[src/rtl/ahb_master_sequencer.sv]
// AHB-Lite master front end. Arbitrates between the fetch port and the
// load/store port, runs one transfer at a time through the address and data
// phases, and aligns/extends load data by func3.
//
// state | meaning
// IDLE  | bus idle; arbitrate pending requests, flag misaligned accesses
// ADDR  | address phase, NONSEQ held on the bus until hready
// DATA  | data phase, waiting for hready or the first error cycle
// ERR   | second cycle of the two-cycle error response
module ahb_master_sequencer #(
    parameter int unsigned MAX_DSTREAK = 4
) (
    input  logic        hclk,
    input  logic        hresetn,
    input  logic        if_req,
    input  logic [31:0] if_addr,
    output logic        if_done,
    output logic        if_err,
    output logic [31:0] if_rdata,
    input  logic        ls_req,
    input  logic        ls_write,
    input  logic [2:0]  ls_func3,
    input  logic [31:0] ls_addr,
    input  logic [31:0] ls_wdata,
    output logic        ls_done,
    output logic        ls_err,
    output logic [31:0] ls_rdata,
    output logic [1:0]  htrans,
    output logic [31:0] haddr,
    output logic        hwrite,
    output logic [2:0]  hsize,
    output logic [3:0]  hprot,
    output logic [31:0] hwdata,
    input  logic [31:0] hrdata,
    input  logic        hready,
    input  logic        hresp
);

    typedef enum logic [1:0] {ST_IDLE, ST_ADDR, ST_DATA, ST_ERR} state_t;

    localparam logic [3:0] STREAK_MAX = 4'(MAX_DSTREAK);
    localparam logic [1:0] HT_IDLE    = 2'b00;
    localparam logic [1:0] HT_NONSEQ  = 2'b10;

    state_t      state, state_nxt;
    logic [3:0]  streak, streak_nxt;
    logic        own_if, own_if_nxt;
    logic [2:0]  func3_q, func3_nxt;
    logic [31:0] wdata_q, wdata_nxt;
    logic [1:0]  lane_q, lane_nxt;
    logic [2:0]  dfunc3_q, dfunc3_nxt;

    logic [1:0]  htrans_nxt;
    logic [31:0] haddr_nxt, hwdata_nxt;
    logic        hwrite_nxt;
    logic [2:0]  hsize_nxt;
    logic [3:0]  hprot_nxt;
    logic        if_done_nxt, if_err_nxt, ls_done_nxt, ls_err_nxt;
    logic [31:0] if_rdata_nxt, ls_rdata_nxt;

    logic        grant_if;
    logic [2:0]  ls_size;
    logic        ls_misaligned;
    logic        if_misaligned;
    logic [31:0] ls_wdata_lanes;
    logic [7:0]  load_byte;
    logic [15:0] load_half;
    logic [31:0] load_data;

    // Fetch only wins when alone or when the data port has used up its streak.
    assign grant_if = if_req && (!ls_req || streak == STREAK_MAX);

    assign ls_size = (ls_func3[1:0] == 2'b00) ? 3'b000 :
                     (ls_func3[1:0] == 2'b01) ? 3'b001 : 3'b010;

    assign ls_misaligned = (ls_size == 3'b001 && ls_addr[0]) ||
                           (ls_size == 3'b010 && ls_addr[1:0] != 2'b00);
    assign if_misaligned = (if_addr[1:0] != 2'b00);

    // Replicate store data across all lanes so the slave can pick any lane.
    always_comb begin
        ls_wdata_lanes = ls_wdata;
        case (ls_size)
            3'b000:  ls_wdata_lanes = {4{ls_wdata[7:0]}};
            3'b001:  ls_wdata_lanes = {2{ls_wdata[15:0]}};
            default: ls_wdata_lanes = ls_wdata;
        endcase
    end

    // Select the addressed lane of the read data and extend it by func3.
    always_comb begin
        load_byte = hrdata[7:0];
        case (lane_q)
            2'd0: load_byte = hrdata[7:0];
            2'd1: load_byte = hrdata[15:8];
            2'd2: load_byte = hrdata[23:16];
            2'd3: load_byte = hrdata[31:24];
            default: load_byte = hrdata[7:0];
        endcase
        load_half = lane_q[1] ? hrdata[31:16] : hrdata[15:0];
        case (dfunc3_q)
            3'b000:  load_data = {{24{load_byte[7]}}, load_byte};
            3'b100:  load_data = {24'h0, load_byte};
            3'b001:  load_data = {{16{load_half[15]}}, load_half};
            3'b101:  load_data = {16'h0, load_half};
            default: load_data = hrdata;
        endcase
    end

    // Next-state and next-output decode; all bus and completion outputs are registered.
    always_comb begin
        state_nxt    = state;
        streak_nxt   = streak;
        own_if_nxt   = own_if;
        func3_nxt    = func3_q;
        wdata_nxt    = wdata_q;
        lane_nxt     = lane_q;
        dfunc3_nxt   = dfunc3_q;
        htrans_nxt   = HT_IDLE;
        haddr_nxt    = haddr;
        hwrite_nxt   = hwrite;
        hsize_nxt    = hsize;
        hprot_nxt    = hprot;
        hwdata_nxt   = 32'h0;
        if_done_nxt  = 1'b0;
        if_err_nxt   = 1'b0;
        if_rdata_nxt = 32'h0;
        ls_done_nxt  = 1'b0;
        ls_err_nxt   = 1'b0;
        ls_rdata_nxt = 32'h0;

        case (state)
            ST_IDLE: begin
                if (if_req || ls_req) begin
                    if (grant_if || !if_req) begin
                        streak_nxt = 4'd0;
                    end else begin
                        streak_nxt = streak + 4'd1;
                    end
                    if (grant_if) begin
                        if (if_misaligned) begin
                            if_done_nxt = 1'b1;
                            if_err_nxt  = 1'b1;
                        end else begin
                            state_nxt  = ST_ADDR;
                            htrans_nxt = HT_NONSEQ;
                            haddr_nxt  = if_addr;
                            hwrite_nxt = 1'b0;
                            hsize_nxt  = 3'b010;
                            hprot_nxt  = 4'b0000;
                            own_if_nxt = 1'b1;
                            func3_nxt  = 3'b010;
                            wdata_nxt  = 32'h0;
                        end
                    end else if (ls_misaligned) begin
                        ls_done_nxt = 1'b1;
                        ls_err_nxt  = 1'b1;
                    end else begin
                        state_nxt  = ST_ADDR;
                        htrans_nxt = HT_NONSEQ;
                        haddr_nxt  = ls_addr;
                        hwrite_nxt = ls_write;
                        hsize_nxt  = ls_size;
                        hprot_nxt  = 4'b0001;
                        own_if_nxt = 1'b0;
                        func3_nxt  = ls_func3;
                        wdata_nxt  = ls_write ? ls_wdata_lanes : 32'h0;
                    end
                end
            end
            ST_ADDR: begin
                htrans_nxt = HT_NONSEQ;
                if (hready) begin
                    state_nxt  = ST_DATA;
                    htrans_nxt = HT_IDLE;
                    hwdata_nxt = wdata_q;
                    lane_nxt   = haddr[1:0];
                    dfunc3_nxt = func3_q;
                end
            end
            ST_DATA: begin
                hwdata_nxt = hwdata;
                if (hresp) begin
                    if (hready) begin
                        state_nxt   = ST_IDLE;
                        hwdata_nxt  = 32'h0;
                        if_done_nxt = own_if;
                        if_err_nxt  = own_if;
                        ls_done_nxt = !own_if;
                        ls_err_nxt  = !own_if;
                    end else begin
                        state_nxt = ST_ERR;
                    end
                end else if (hready) begin
                    state_nxt  = ST_IDLE;
                    hwdata_nxt = 32'h0;
                    if (own_if) begin
                        if_done_nxt  = 1'b1;
                        if_rdata_nxt = hrdata;
                    end else begin
                        ls_done_nxt  = 1'b1;
                        ls_rdata_nxt = load_data;
                    end
                end
            end
            ST_ERR: begin
                hwdata_nxt = hwdata;
                if (hready) begin
                    state_nxt   = ST_IDLE;
                    hwdata_nxt  = 32'h0;
                    if_done_nxt = own_if;
                    if_err_nxt  = own_if;
                    ls_done_nxt = !own_if;
                    ls_err_nxt  = !own_if;
                end
            end
            default: state_nxt = ST_IDLE;
        endcase
    end

    // State and registered outputs; reset clears everything immediately.
    always_ff @(posedge hclk or negedge hresetn) begin
        if (!hresetn) begin
            state    <= ST_IDLE;
            streak   <= 4'd0;
            own_if   <= 1'b0;
            func3_q  <= 3'b010;
            wdata_q  <= 32'h0;
            lane_q   <= 2'b00;
            dfunc3_q <= 3'b010;
            htrans   <= HT_IDLE;
            haddr    <= 32'h0;
            hwrite   <= 1'b0;
            hsize    <= 3'b010;
            hprot    <= 4'b0000;
            hwdata   <= 32'h0;
            if_done  <= 1'b0;
            if_err   <= 1'b0;
            if_rdata <= 32'h0;
            ls_done  <= 1'b0;
            ls_err   <= 1'b0;
            ls_rdata <= 32'h0;
        end else begin
            state    <= state_nxt;
            streak   <= streak_nxt;
            own_if   <= own_if_nxt;
            func3_q  <= func3_nxt;
            wdata_q  <= wdata_nxt;
            lane_q   <= lane_nxt;
            dfunc3_q <= dfunc3_nxt;
            htrans   <= htrans_nxt;
            haddr    <= haddr_nxt;
            hwrite   <= hwrite_nxt;
            hsize    <= hsize_nxt;
            hprot    <= hprot_nxt;
            hwdata   <= hwdata_nxt;
            if_done  <= if_done_nxt;
            if_err   <= if_err_nxt;
            if_rdata <= if_rdata_nxt;
            ls_done  <= ls_done_nxt;
            ls_err   <= ls_err_nxt;
            ls_rdata <= ls_rdata_nxt;
        end
    end

endmodule

[config.mk]
export PLATFORM = sky130hd
export DESIGN_NAME = ahb_master_sequencer
export DESIGN_NICKNAME = d
export VERILOG_FILES = /design/src/rtl/ahb_master_sequencer.sv
export SDC_FILE = /design/constraint.sdc
export NUM_CORES = 1
export LEC_CHECK = 0
export BUFFER_PORTS_ARGS = -buffer_cell sky130_fd_sc_hd__buf_2
export CAP_MARGIN = 10
export CORE_MARGIN = 4
export CORE_UTILIZATION = 43
export DETAILED_ROUTE_END_ITERATION = 7
export HOLD_SLACK_MARGIN = 0.12
export MAX_ROUTING_LAYER = met4
export PLACE_DENSITY_LB_ADDON = 0.12
export SYNTH_ARGS = -nofsm -noshare
export SYNTH_HDL_FRONTEND = slang
export SYNTH_SLANG_ARGS = --single-unit
[constraint.sdc]
create_clock -name hclk -period 1.7 [get_ports hclk]
set_input_delay 0.085 -clock hclk [delete_from_list [all_inputs] [get_ports hclk]]
set_output_delay 0.085 -clock hclk [all_outputs]
set_load 0.01 [all_outputs]
==> flow_summary_export.csv <==
group,metric,value,unit
timing,setup_viol_count_final,61,
critical_path,end_kind,"flip-flop",
grt,grt_pass1_vias,7373,
timing,rsz0062_at_grt,"true",
synth,synth_cell_type_count,48,
critical_path,worstPathMaxFanout,8,
critical_path,worst-path-buf-inv,3,
critical_path,cpLargestDelayFamily,"compound AO/OA/AOI/OAI gates",
grt,grt_pass1_wl,39.5,mm
synth,ys.flop_type,"dfrtp_1",
drt,wl_per_cell,19.8,um
run_status,outcome,"finished, violations left",
floorplanning,rows,48,
drt,dr_total_vias,7459,
synth,synthMuxAreaShare,5.05,%
floorplanning,die_x,142,um
synth,syn-cell-area,0.00768,mm^2
flow_run,cap_violations,0,
floorplanning,die_y,142,um
floorplanning,start_util,44.1,%
run_status,violations,"negative setup slack",
synth,synthSimpleGateAreaFrac,10.2,%
layout,mostFrequentLayoutCells,"buf_2, dfrtp_1, dlygate4sd3_1, a21oi_1, nand2_1",
placement,io_buffer_count,274,
clock_network,clock_sinks,184,
timing,fin_tns_setup,-3250,ps
clock_network,cts_tree,"done",
synth,synth_area_per_cell,11.2,um^2
clock_network,cts_buffer_depth,2,
timing,maxSlewHeadroom,64.6,%
drt,wl_met1,10.8,mm
synth,synth-edff-count,0,
clock_network,cts_root_buffer,"clkbuf_16",
clock_network,numCtsBuffers,17,
synth,synth_seq_area_share,60.0,%
drt,vias_per_cell,5.48,
floorplanning,dieArea,0.0201,mm^2
synth,synth-seq-cells,184,
drt,first_pass_iters,5,
critical_path,slowest_stage,"dfrtp_1",
drt,drtIter0Drc,533,
critical_path,crit_arrival,2140,ps
drt,routed_wl,26.9,mm
drt,drc,0,
synth,syn_inst,688,
timing,fin_ws,-98.0,ps
drt,met2WireLength,13.3,mm
grt,gr-total-overflow,0,
drt,ant_nets,0,
timing,drv_slew,0,
clock_network,clock_latency,430,ps
timing,fmax,556,MHz
placement,dp_slack,-3.77,ps
power_and_ir_drop,p_leak,5.97,nW
placement,detailed_place_hpwl,16.3,mm
synth,yosys_warnings,0,
synth,synthXorXnorAreaFrac,0,%
synth,synth_top_family_by_area,"compound AO/OA/AOI/OAI gates",
timing,fin_worst_skew,13.3,ps
critical_path,critical_path_class,"flip-flop to flip-flop",
critical_path,start_kind,"flip-flop",
drt,highest_layer,"met4",
floorplanning,ioPinCount,280,
clock_network,cts_htree_levels,4,
layout,drive_above_1_share,39.1,%
clock_network,clk_pin_slew,70,ps
timing,fin_crit_sh,106,%
grt,antenna_found_initial,2,
layout,final_nets,1262,
floorplanning,core,0.0174,mm^2
layout,final_common_cell,"buf_2",
drt,wl_met3,1.99,mm
synth,synth_compound_area_share,19.6,%
timing,hold_violations,0,
critical_path,crit_path_cell_trace,"inv_1, ha_2, and3b_2, o2111ai_4, buf_12, clkbuf_16, nand2_4, o22ai_2",
grt,grt_start_max_net_pins,56,
timing,tightest_slew,527,ps
placement,gp_congestion,0.835,
power_and_ir_drop,power-per-cell-area,1230,mW/mm^2
critical_path,slowest_delay,350,ps
synth,synthAdderAreaFrac,0.326,%
power_and_ir_drop,ir_drop,0.000842,V
timing,fin_crit,1800,ps
min_path,hold_class,"input port to flip-flop",
synth,async_flop_share,100,%
critical_path,critPathRequiredTime,2040,ps
grt,grt_use_total,25.5,%
layout,area.growth.synth_to_final,56.2,%
==> sequential cells by signal (all words and copies together) (netlist names), 3 cells and up <==
register,flops
func3_q,3
wdata_q,32
hwdata,32
ls_rdata,32
dfunc3_q,3
haddr,32
if_rdata,32
streak,4
==> routing by layer <==
layer / vias up / GRT usage, %
met2: 392 / 40.2
met1: 3615 / 33.5
li1: 3376 / -
met4: 0 / 9.39
met3: 76 / 4.45
met5: - / -
==> report_power, final <==
group	switching [mW]	total, mW	internal (mW)
combinational	2.64	4.87	2.23
sequential	0.687	6.10	5.42
clock	1.69	3.74	2.06
==> per-stage QoR <==
stage / util [%] / instance area (um^2) / hold slack [ps] / total power, mW / instances
floorplan: - / 7720 / -211 / 8.41 / 692
global placement: 54.8 / 9550 / 58.1 / 10.2 / 1175
detailed placement: 54.8 / 9550 / 57.6 / 10.3 / 1175
CTS: 65.9 / 11500 / 121 / 14.3 / 1344
global route: 68.9 / 12000 / 132 / 15.5 / 1361
finish: 68.9 / 12000 / 137 / 14.7 / 1361
==> path summary, 6_finish.rpt <==
check | start | to | slack [ps] | cells after the start
max in group asynchronous | hresetn | func3_q[1] | 880 | 3
min in group asynchronous | hresetn | if_rdata[27] | 170 | 2
worst max-delay path | streak[1] | wdata_q[23] | -100 | 8
worst min-delay path | if_addr[1] | if_err | 140 | 4
worst max register to register | streak[1] | wdata_q[23] | -100 | 8
worst min register to register | wdata_q[26] | hwdata[26] | 490 | 1
==> synth_stat cells (3+ instances only) <==
cell type	count	area (um^2)
a22o_1	32	280
mux2i_1	32	320
o221a_2	7	78.8
nand2b_1	4	25.0
buf_1	4	15.0
o21ai_0	23	115
clkbuf_1	40	150
a32o_1	9	90.1
dfrtp_1	181	4530
buf_2	11	55.1
dfstp_2	3	78.8
o211ai_1	7	52.6
a21oi_1	57	285
mux2_2	4	45.0
nor4_1	17	106
nor3_1	6	30.0
nand3_1	9	45.0
nor2_1	47	176
o32ai_1	30	263
inv_1	22	82.6
buf_4	6	45.0
and2_1	17	106
a21oi_2	10	87.6
o22ai_1	28	175
nand2_1	52	195
==> worst reg2reg max path, cell delays in order, from the launching register on <==
cell       delay [ps]
dfrtp_1           350
inv_1              50
ha_2              190
and3b_2           240
o2111ai_4         270
buf_12            200
clkbuf_16         200
nand2_4            50
o22ai_2           170
==> kinds of logic after synthesis <==
family	count (synthesis)
flops	184
fa+ha+maj	2
simple gates	166
buf+inv	85
mux	37
other cells	1
compound gates	213
==> layout make-up <==
class | instances | area, um^2
inverters | 22 | 82.6
multi-input cells | 423 | 2970
clock buffers | 21 | 450
clock inverters | 10 | 97.6
well taps | 225 | 282
fillers | 1296 | 5420
repair buffers | 474 | 3500
flip-flops and latches | 184 | 4610
diodes | 2 | 5.00
==> what timing repair did <==
item	CTS	global route
endpoints found under the hold margin	322	0
gates resized for setup	1	68
pin swaps	0	32
hold buffers	138	0
setup buffers	0	5
gates cloned	0	10
endpoints found under the setup margin	4	86
Power figures use the tool's default switching activity.
